$ cat src/rtl/imu_spi_responder.sv
// SPI mode-3 target that stands in for the IMU: serves WHO_AM_I, R/W control bytes
// and a per-transaction snapshot of data_in, all oversampled in the clk domain.
module imu_spi_responder #(
    parameter logic [7:0] WHO_AM_I = 8'h6C
) (
    input  logic        clk,
    input  logic        rst_n,
    input  logic        SPC,
    input  logic        CS,
    input  logic        SDI,
    output logic        SDO,
    input  logic [95:0] data_in,
    output logic        wr_valid,
    output logic [6:0]  wr_addr,
    output logic [7:0]  wr_data,
    output logic        busy
);

    typedef enum logic [1:0] {IDLE, CMD, READ, WRITE} state_t;

    state_t state, state_n;

    logic spc_s1, spc_s2, spc_d;
    logic cs_s1, cs_s2, cs_d;
    logic sdi_s1, sdi_s2;
    logic armed;

    logic [2:0]        bit_cnt;
    logic [7:0]        shreg;
    logic [6:0]        addr;
    logic [15:0][7:0]  ctrl;
    logic [11:0][7:0]  snapshot;

    logic       spc_rise, spc_fall, cs_fall, cs_rise;
    logic [7:0] shift_in;
    logic [6:0] rd_sel, snap_off;
    logic [3:0] snap_idx;
    logic [7:0] rd_byte;

    always_ff @(posedge clk or negedge rst_n) begin
        if (!rst_n) begin
            spc_s1 <= 1'b1; spc_s2 <= 1'b1; spc_d <= 1'b1;
            cs_s1  <= 1'b1; cs_s2  <= 1'b1; cs_d  <= 1'b1;
            sdi_s1 <= 1'b0; sdi_s2 <= 1'b0;
            armed  <= 1'b0;
        end else begin
            spc_s1 <= SPC; spc_s2 <= spc_s1; spc_d <= spc_s2;
            cs_s1  <= CS;  cs_s2  <= cs_s1;  cs_d  <= cs_s2;
            sdi_s1 <= SDI; sdi_s2 <= sdi_s1;
            // CS held low across reset must not look like a new frame
            armed  <= armed | (cs_s1 & cs_s2);
        end
    end

    assign spc_rise = spc_s2 & ~spc_d;
    assign spc_fall = ~spc_s2 & spc_d;
    assign cs_fall  = armed & cs_d & ~cs_s2;
    assign cs_rise  = cs_s2 & ~cs_d;
    assign busy     = ~cs_s2;
    assign shift_in = {shreg[6:0], sdi_s2};

    // In CMD the byte being completed is the start address of the read
    assign rd_sel   = (state == CMD) ? shift_in[6:0] : addr;
    assign snap_off = rd_sel - 7'h22;
    assign snap_idx = 4'd11 - snap_off[3:0];

    always_comb begin
        rd_byte = 8'h00;
        if (rd_sel == 7'h0F)
            rd_byte = WHO_AM_I;
        else if (rd_sel[6:4] == 3'b001)
            rd_byte = ctrl[rd_sel[3:0]];
        else if (rd_sel >= 7'h22 && rd_sel <= 7'h2D)
            rd_byte = snapshot[snap_idx];
    end

    always_ff @(posedge clk or negedge rst_n) begin
        if (!rst_n) state <= IDLE;
        else        state <= state_n;
    end

    always_comb begin
        state_n = state;
        if (cs_rise) begin
            state_n = IDLE;
        end else begin
            case (state)
                IDLE:    if (cs_fall) state_n = CMD;
                CMD:     if (spc_rise && bit_cnt == 3'd7)
                             state_n = shift_in[7] ? READ : WRITE;
                default: state_n = state;
            endcase
        end
    end

    always_ff @(posedge clk or negedge rst_n) begin
        if (!rst_n) begin
            bit_cnt  <= 3'd0;
            shreg    <= 8'h00;
            addr     <= 7'h00;
            ctrl     <= '0;
            snapshot <= '0;
            SDO      <= 1'b1;
            wr_valid <= 1'b0;
            wr_addr  <= 7'h00;
            wr_data  <= 8'h00;
        end else begin
            wr_valid <= 1'b0;
            if (cs_rise) begin
                bit_cnt <= 3'd0;
                SDO     <= 1'b1;
            end else begin
                case (state)
                    IDLE: begin
                        if (cs_fall) begin
                            snapshot <= data_in;
                            bit_cnt  <= 3'd0;
                            SDO      <= 1'b1;
                        end
                    end
                    CMD: begin
                        if (spc_rise) begin
                            bit_cnt <= bit_cnt + 3'd1;
                            shreg   <= shift_in;
                            if (bit_cnt == 3'd7) begin
                                if (shift_in[7]) begin
                                    shreg <= rd_byte;
                                    addr  <= shift_in[6:0] + 7'd1;
                                end else begin
                                    addr  <= shift_in[6:0];
                                end
                            end
                        end
                    end
                    READ: begin
                        if (spc_fall) begin
                            SDO     <= shreg[7];
                            shreg   <= {shreg[6:0], 1'b0};
                            bit_cnt <= bit_cnt + 3'd1;
                            if (bit_cnt == 3'd7) begin
                                shreg <= rd_byte;
                                addr  <= addr + 7'd1;
                            end
                        end
                    end
                    WRITE: begin
                        if (spc_rise) begin
                            shreg   <= shift_in;
                            bit_cnt <= bit_cnt + 3'd1;
                            if (bit_cnt == 3'd7) begin
                                if (addr[6:4] == 3'b001) begin
                                    ctrl[addr[3:0]] <= shift_in;
                                    wr_valid        <= 1'b1;
                                    wr_addr         <= addr;
                                    wr_data         <= shift_in;
                                end
                                addr <= addr + 7'd1;
                            end
                        end
                    end
                    default: ;
                endcase
            end
        end
    end

endmodule

$ cat config.mk
export PLATFORM = sky130hd
export DESIGN_NAME = imu_spi_responder
export DESIGN_NICKNAME = d
export VERILOG_FILES = /design/src/rtl/imu_spi_responder.sv
export SDC_FILE = /design/constraint.sdc
export NUM_CORES = 1
export LEC_CHECK = 0
export CAP_MARGIN = 10
export CELL_PAD_IN_SITES_DETAIL_PLACEMENT = 0
export CELL_PAD_IN_SITES_GLOBAL_PLACEMENT = 1
export CORE_ASPECT_RATIO = 1.4
export CORE_MARGIN = 5
export CORE_UTILIZATION = 30
export DETAILED_ROUTE_END_ITERATION = 12
export PLACE_DENSITY_LB_ADDON = 0.1
export SYNTH_ARGS = -nofsm -noshare
export SYNTH_HDL_FRONTEND = slang
export SYNTH_SLANG_ARGS = --single-unit
$ cat constraint.sdc
create_clock -name clk -period 7.6 [get_ports clk]
set_input_delay 1.14 -clock clk [delete_from_list [all_inputs] [get_ports clk]]
set_output_delay 1.14 -clock clk [all_outputs]
set_load 0.01 [all_outputs]
==> results of run 1 <==
worst min-delay path by stage:
stage	slack, ns	cells past startpoint	start	endpoint
detailed placement	0.34	0	sdi_s1	sdi_s2
finish	0.36	0	spc_s1	spc_s2
floorplan	0.33	0	sdi_s1	sdi_s2
CTS	0.36	0	spc_s1	spc_s2
global placement	0.35	0	sdi_s1	sdi_s2
global route	0.37	0	spc_s1	spc_s2
placed cells by master, fill, tap and decap left out, types with 13 or more instances in the layout:
master / n
a21oi_1: 41
a31oi_1: 13
buf_4: 14
clkbuf_16: 31
clkdlybuf4s50_1: 117
dfrtp_1: 263
mux2_2: 238
mux2i_1: 34
nand2_1: 161
nand3_1: 52
nor2_1: 25
o21ai_0: 37
o22ai_1: 21
kinds of logic after synthesis:
logic type	share of synthesized area, %
AOI/OAI and AO/OA	6.63
xor gates and xnor gates	0.600
adders and majority gates	0.774
buffers and inverters	3.07
DFF	52.3
muxes	25.4
and+or+nand+nor	11.3
registers in the layout, summed over array words and instances (netlist names), 2 cells and up:
register  cells
addr          7
bit_cnt       3
ctrl        128
shreg         8
snapshot     96
state         2
wr_addr       7
wr_data       8
cell type report:
class	instances	share of cell area [%]
multi-input cells	754	37.2
flip-flops and latches	270	43.3
clock inverters	7	0.609
inverters	9	0.216
clock buffers	46	5.71
well taps	552	4.42
repair buffers	134	8.53
power by group:
group | internal, mW | switching [mW] | total [mW]
Clock | 0.871 | 0.602 | 1.47
Sequential | 1.58 | 0.0848 | 1.67
Combinational | 0.277 | 0.369 | 0.645
metrics by stage:
stage          setup WS, ns  cell area (sq um)  utilization [%]
3_3_place_gp           2.79              14600             34.1
5_1_grt                2.33              15600             36.4
2_1_floorplan          4.69              12900                -
6_report               2.65              15600             36.4
3_5_place_dp           2.65              14600             34.1
4_1_cts                2.63              15600             36.4
layer usage:
metal,share of wire [%],GRT usage (%)
met3,3.1,2.19
met2,51,30.1
met4,2.9,5.14
met1,43,22.3
met5,0,0
==> impl_metrics.yaml, run 1 <==
status:
  status: "finished, final reports clean"
global_routing:
  grt_start_max_net_pins: 165
  grt_pass1_wl_um: 62600
  antenna_found_initial: 0
  track_usage_pct: 17.3
  grt_pass1_vias: 9563
  grt-ovfl-total: 0
synthesis:
  synthesis.area_sq_um: 12900
  synth_top_cell_by_area: "dfrtp_1"
  syn_inst: 1111
  synth_area_per_cell_sq_um: 11.6
  synth_nets: 1220
  async_flop_share_pct: 100
  synthTopCellsByCount: "dfrtp_1 (263), mux2_2 (238), nand2_1 (161)"
  synth_warnings: 0
  yosys.cell_count.top_type: "dfrtp_1"
  ys_seq_area_share_pct: 52.3
  synth-edff-count: 0
  synthDistinctLibCells: 65
  synth_top_cell_area_share_pct: 50.9
  synthTopCellsByArea: "dfrtp_1 (51%), mux2_2 (21%), nand2_1 (4.7%)"
  synth_flop_cell: "dfrtp_1"
  synth.ff_latch_count: 270
critical_path:
  critical_path_required_ns: 8.05
  rrSetupSlack_ns: 2.65
  critPathLaunch: "state[1]"
  endpoint: "shreg[0]"
  crit_chain: "nand2b_4, mux2i_4, inv_1, ha_1, xnor2_1, nor2_1, and2_1, o311a_1, a211o_1"
  ff2ff_path_depth: 9
  path_delay_family: "flip-flops"
  critPathMaxFanout: 28
  path_class: "reg2reg"
  critPathBufInv: 1
  r2r-end: "shreg[0]"
  cp.depth: 9
  slowest_delay_ns: 0.89
  endpoint_kind: "flip-flop"
  startpoint_type: "flip-flop"
  r2r-start: "state[1]"
  crit_arrival_ns: 5.41
  cpMaxStageDelayCell: "dfrtp_1"
sta:
  finalSetupViolCount: 0
  rsz0062_at_grt: "no"
  worst_pin_slew_ns: 1.15
  hold_violations: 0
  finClkSkew_ns: 0.0175
  timing.hold.ws_ns: 0.359
  setup_tns_ns: 0
  fin_crit_ns: 4.95
  slew_violations: 0
  relSlewSlack_pct: 22.5
  finalCritPeriodShare_pct: 65.2
  max_freq_mhz: 202
floorplanning:
  die_y_um: 256
  design.core.area_sq_um: 42900
  die-width_um: 186
  rows: 90
  die_area_sq_um: 47400
  start_util_pct: 30.2
  num_io_pins: 119
layout:
  multi_input_area_sq_um: 5800
  regArea_sq_um: 6770
  antenna_cells: 0
  fillers: 4289
  final_layout_size_suffix_gt1_share_pct: 27.0
  area_growth_syn_to_layout_pct: 20.7
  layout.cells.non_filler: 1772
  nets: 1309
pwr:
  vdd_drop_max_mv: 0.143
  powerDensity_nw_per_um2: 242
  fin_total_pwr_mw: 3.78
  leakagePower_nw: 6.67
routing:
  via_count: 8995
  post_drt_wl_per_cell_um: 23.2
  drt_wl_total_um: 41100
  drt_iter0_drc: 386
  vias_per_cell: 5.08
  detail_route.first_pass.iterations: 6
  drc: 0
  drtAntennaViolNets: 0
clocking:
  h-tree-depth: 1
  cts-buffers-inserted: 31
  cts_tree: "done"
  cts_setup_buffers: 0
  cts_sinks: 270
  cts_resized: 0
  clockBufferDepth: 3
  root_buffer: "clkbuf_16"
  clk_latency_ns: 0.56
  path_clk_slew_ns: 0.06
  cts_hold_buf: 0
min_path:
  hp-class: "reg2reg"
placement:
  gp_congestion: 0.850
  io_buffers: 118
  hpwlAfterDp_um: 28100
  dpl.cell_count: 1719
run:
  maxCapViolCount: 0
No activity file was read; power rests on OpenSTA's default activity.
==> inputs of run 2 (changes only) <==
clock period = 4.71 ns   (was 7.6 ns; I/O delays follow)
==> impl_metrics.yaml, run 2 (same netlist as run 1, synthesis figures left out) <==
status:
  status: "finished, final reports clean"
pwr:
  powerDensity_nw_per_um2: 393
  leakagePower_nw: 6.81
  vdd_drop_max_mv: 0.236
critical_path:
  r2r-start: "state[0]"
  crit_chain: "and2b_4, mux2i_4, buf_4, mux2i_1, o22ai_1, nor4_1, nor4b_1, or4_1"
  path_delay_family: "simple AND/OR/NAND/NOR gates"
  slowest_delay_ns: 0.70
  startpoint_type: "flip-flop"
  rrSetupSlack_ns: 1.03
  crit_arrival_ns: 4.12
  path_class: "reg2reg"
  r2r-end: "shreg[5]"
  critical_path_required_ns: 5.15
  ff2ff_path_depth: 8
  cpMaxStageDelayCell: "mux2i_4"
  endpoint_kind: "flip-flop"
  critPathBufInv: 1
  critPathMaxFanout: 26
layout:
  final_layout_size_suffix_gt1_share_pct: 28.3
  antenna_cells: 0
  layout.cells.non_filler: 1793
  layout_common_cells: "dfrtp_1 (263), mux2_2 (238), nand2_1 (161)"
  largestRegisters: "ctrl x128, snapshot x96"
  largest-register: "ctrl"
  nets: 1331
  layout_commonest_cell: "dfrtp_1"
  largest_register_ffs: 128
  area_growth_syn_to_layout_pct: 22.4
global_routing:
  track_usage_pct: 18.0
  grt_pass1_vias: 9814
  grt_pass1_wl_um: 64500
  grt-ovfl-total: 0
  antenna_found_initial: 1
  grt_start_max_net_pins: 117
routing:
  detail_route.first_pass.iterations: 6
  vias_per_cell: 5.08
  drt_iter0_drc: 466
  post_drt_wl_per_cell_um: 23.8
  drtAntennaViolNets: 0
  drc: 0
  drt_wl_total_um: 42700
  via_count: 9112
clocking:
  cts_sinks: 270
  cts_hold_buf: 0
  root_buffer: "clkbuf_16"
  cts_tree: "done"
  cts-buffers-inserted: 30
  cts_setup_buffers: 0
  cts_resized: 0
  h-tree-depth: 1
  clk_latency_ns: 0.57
  clockBufferDepth: 3
  path_clk_slew_ns: 0.06
placement:
  hpwlAfterDp_um: 30100
  gp_congestion: 0.830
  io_buffers: 118
  dpl.cell_count: 1742
sta:
  fin_crit_ns: 3.68
  relSlewSlack_pct: 28.8
  slew_violations: 0
  finalSetupViolCount: 0
  setup_tns_ns: 0
  rsz0062_at_grt: "no"
  finClkSkew_ns: 0.0115
  worst_pin_slew_ns: 1.06
  finalCritPeriodShare_pct: 78.1
  max_freq_mhz: 272
  hold_violations: 0
floorplanning:
  rows: 90
  die_area_sq_um: 47400
  die_y_um: 256
  design.core.area_sq_um: 42900
  start_util_pct: 30.2
  die-width_um: 186
  num_io_pins: 119
run:
  maxCapViolCount: 0
min_path:
  hp-class: "in2async"
run 2: cell count changes in the layout (fill, tap and decap cells not counted):
cell,delta
buf_4,+21
bufinv_16,+1
clkbuf_8,+2
buf_12,+2
clkbuf_1,-1
clkinv_2,-2
clkinv_4,-2
run 2: where the power goes:
group          leakage [nW]  internal [mW]  switching [mW]  total, mW
clock                 0.492           1.48           0.964       2.45
sequential             3.53           2.55           0.158       2.71
combinational          2.79          0.467           0.605       1.07
run 2: metal layers:
layer / global-route usage [%] / vias up / wire length, um
met5: 0 / - / 20
met4: 6.53 / 2 / 1610
met3: 2.47 / 66 / 1490
met2: 31.1 / 203 / 21600
met1: 22.6 / 4650 / 17900
li1: - / 4191 / -
run 2: through the flow:
step / hold WS [ns] / setup slack [ns] / util (%) / total power, mW / area, sq um
4_1_cts: 0.266 / 0.984 / 36.9 / 6.33 / 15800
2_1_floorplan: 0.331 / 1.80 / - / 3.31 / 12900
3_5_place_dp: 0.347 / 0.993 / 34.5 / 3.84 / 14800
5_1_grt: 0.309 / 0.808 / 36.9 / 6.50 / 15800
6_report: 0.232 / 1.03 / 36.9 / 6.23 / 15800
3_3_place_gp: 0.346 / 1.08 / 34.5 / 3.84 / 14800
run 2: worst register-to-register path, delay by kind of cell, from the launching register on:
kind / cells / cell delay (ns)
multiplexers: 2 / 1.01
buffers and inverters: 1 / 0.49
AND/OR/NAND/NOR: 4 / 1.33
flip-flops: 1 / 0.63
AO/OA/AOI/OAI: 1 / 0.10
run 2: worst max-delay path by stage:
stage / from / to / slack (ns) / cells after the start
after floorplan: state[1] / shreg[5] / 1.80 / 13
after global placement: state[0] / shreg[5] / 1.08 / 8
after detailed placement: state[0] / shreg[5] / 0.99 / 8
after CTS: state[0] / shreg[5] / 0.98 / 8
after global routing: state[0] / shreg[7] / 0.81 / 8
final: state[0] / shreg[5] / 1.03 / 8
run 2: layout make-up:
type                            count  area [sq um]
Tap cell                          552           691
Fill cell                        4265         27100
Clock inverter                      4          97.6
Multi-Input combinational cell    754          5800
Sequential cell                   270          6770
Clock buffer                       47           916
Timing Repair Buffer              157          1530
Inverter                            9          33.8
==> inputs of run 3 (changes only) <==
clock period = 3.6 ns   (was 4.71 ns; I/O delays follow)
==> impl_metrics.yaml, run 3 (same netlist as run 1, synthesis figures left out) <==
sta:
  finClkSkew_ns: 0.00995
  finalSetupViolCount: 0
  slew_violations: 0
  fin_crit_ns: 3.12
  finalCritPeriodShare_pct: 86.7
  max_freq_mhz: 320
  hold_violations: 0
  setup_slack_ns: 0.478
  worst_pin_slew_ns: 0.960
  rsz0062_at_grt: "no"
  relSlewSlack_pct: 35.6
  setup_tns_ns: 0
layout:
  area_growth_syn_to_layout_pct: 24.3
  nets: 1360
  multi_input_area_sq_um: 5800
  largest-register: "ctrl"
  layout_common_cells: "dfrtp_1 (263), mux2_2 (238), nand2_1 (161)"
  regArea_sq_um: 6770
  largestRegisters: "ctrl x128, snapshot x96"
  fillers: 4237
  largest_register_ffs: 128
  antenna_cells: 0
  final_layout_size_suffix_gt1_share_pct: 30.3
  layout_commonest_cell: "dfrtp_1"
  fin_util_pct: 37.5
  layout.cells.non_filler: 1825
routing:
  drtAntennaViolNets: 0
  drt_iter0_drc: 479
  via_count: 9161
  drc: 0
  vias_per_cell: 5.02
  wl_met2_um: 22200
  post_drt_wl_per_cell_um: 23.5
  wl_met3_um: 1620
  detail_route.first_pass.iterations: 5
  drt-met1-wl_um: 18000
  drt_wl_total_um: 43000
  highest_layer: "met4"
min_path:
  hold_depth: 0
  holdPathEnd: "spc_s2"
  hp-class: "reg2reg"
  holdCritStartpoint: "spc_s1"
clocking:
  path_clk_slew_ns: 0.07
  h-tree-depth: 1
  clk_latency_ns: 0.56
  cts_sinks: 270
  clockBufferDepth: 3
  cts_resized: 0
  cts-buffers-inserted: 29
  cts_setup_buffers: 0
  cts_tree: "done"
  cts_hold_buf: 1
  root_buffer: "clkbuf_16"
critical_path:
  r2r-start: "state[0]"
  endpoint_kind: "flip-flop"
  critPathBufInv: 2
  r2r-end: "shreg[2]"
  slowest_delay_ns: 0.47
  path_delay_family: "simple AND/OR/NAND/NOR gates"
  critPathLaunch: "state[0]"
  rrSetupSlack_ns: 0.48
  cpMaxStageDelayCell: "dfrtp_1"
  crit_chain: "and2b_4, mux2i_4, buf_12, buf_12, mux2i_1, o22ai_1, nor4_1, nor4b_1, or3_1"
  ff2ff_path_depth: 9
  critical_path_required_ns: 4.03
  path_class: "reg2reg"
  critPathMaxFanout: 41
  startpoint_type: "flip-flop"
  crit_arrival_ns: 3.56
  crit_top_cell: "buf_12"
pwr:
  leakagePower_nw: 6.97
  vdd_drop_max_mv: 0.292
  fin_total_pwr_mw: 8.05
  powerDensity_nw_per_um2: 500
floorplanning:
  start_util_pct: 30.2
  die-width_um: 186
  die_area_sq_um: 47400
  die_y_um: 256
  rows: 90
  num_io_pins: 119
  design.core.area_sq_um: 42900
global_routing:
  grt_pass1_vias: 9987
  grt-ovfl-total: 0
  grt_start_max_net_pins: 72
  track_usage_pct: 18.2
  antenna_found_initial: 0
  grt_pass1_wl_um: 65600
placement:
  io_buffers: 118
  dpl.cell_count: 1771
  hpwlAfterDp_um: 31000
  gp_congestion: 0.800
  place_ws_ns: 0.446
status:
  status: "finished, final reports clean"
run:
  maxCapViolCount: 0
-- run 3: cell types whose count changed in the layout (fill, tap and decap cells not counted), sizes merged --
cell / change
buf: +29
clkbuf: -8
clkinv: +10
dlygate4sd3: +1
-- run 3: how the worst max path moves through the flow --
stage	cells after the start	slack, ns	endpoint
after detailed placement	9	0.45	shreg[2]
after global routing	10	0.34	shreg[0]
after CTS	9	0.42	shreg[2]
after floorplan	13	0.69	shreg[5]
after global placement	9	0.50	shreg[2]
final	9	0.48	shreg[2]
-- run 3: where the power goes --
group	switching [mW]	total (mW)	internal, mW
clock network	1.26	3.08	1.81
logic	0.792	1.43	0.637
registers	0.202	3.54	3.34
-- run 3: per-layer routing --
layer	global-route usage [%]	vias up
met3	2.47	59
met1	23.2	4645
li1	-	4252
met4	4.96	0
met5	0	-
met2	32.0	205
-- run 3: area by class of cell --
type	count	share of cell area, %
repair buffers	187	11.2
inverters	9	0.210
clock inverters	14	0.965
multi-input cells	754	36.1
clock buffers	39	5.12
well taps	552	4.30
flip-flops and latches	270	42.1
-- run 3: through the flow --
step / area, sq um / hold WS, ns
global placement: 15100 / 0.347
finish: 16100 / 0.358
CTS: 16100 / 0.362
global route: 16100 / 0.366
detailed placement: 15100 / 0.349
floorplan: 12900 / 0.244
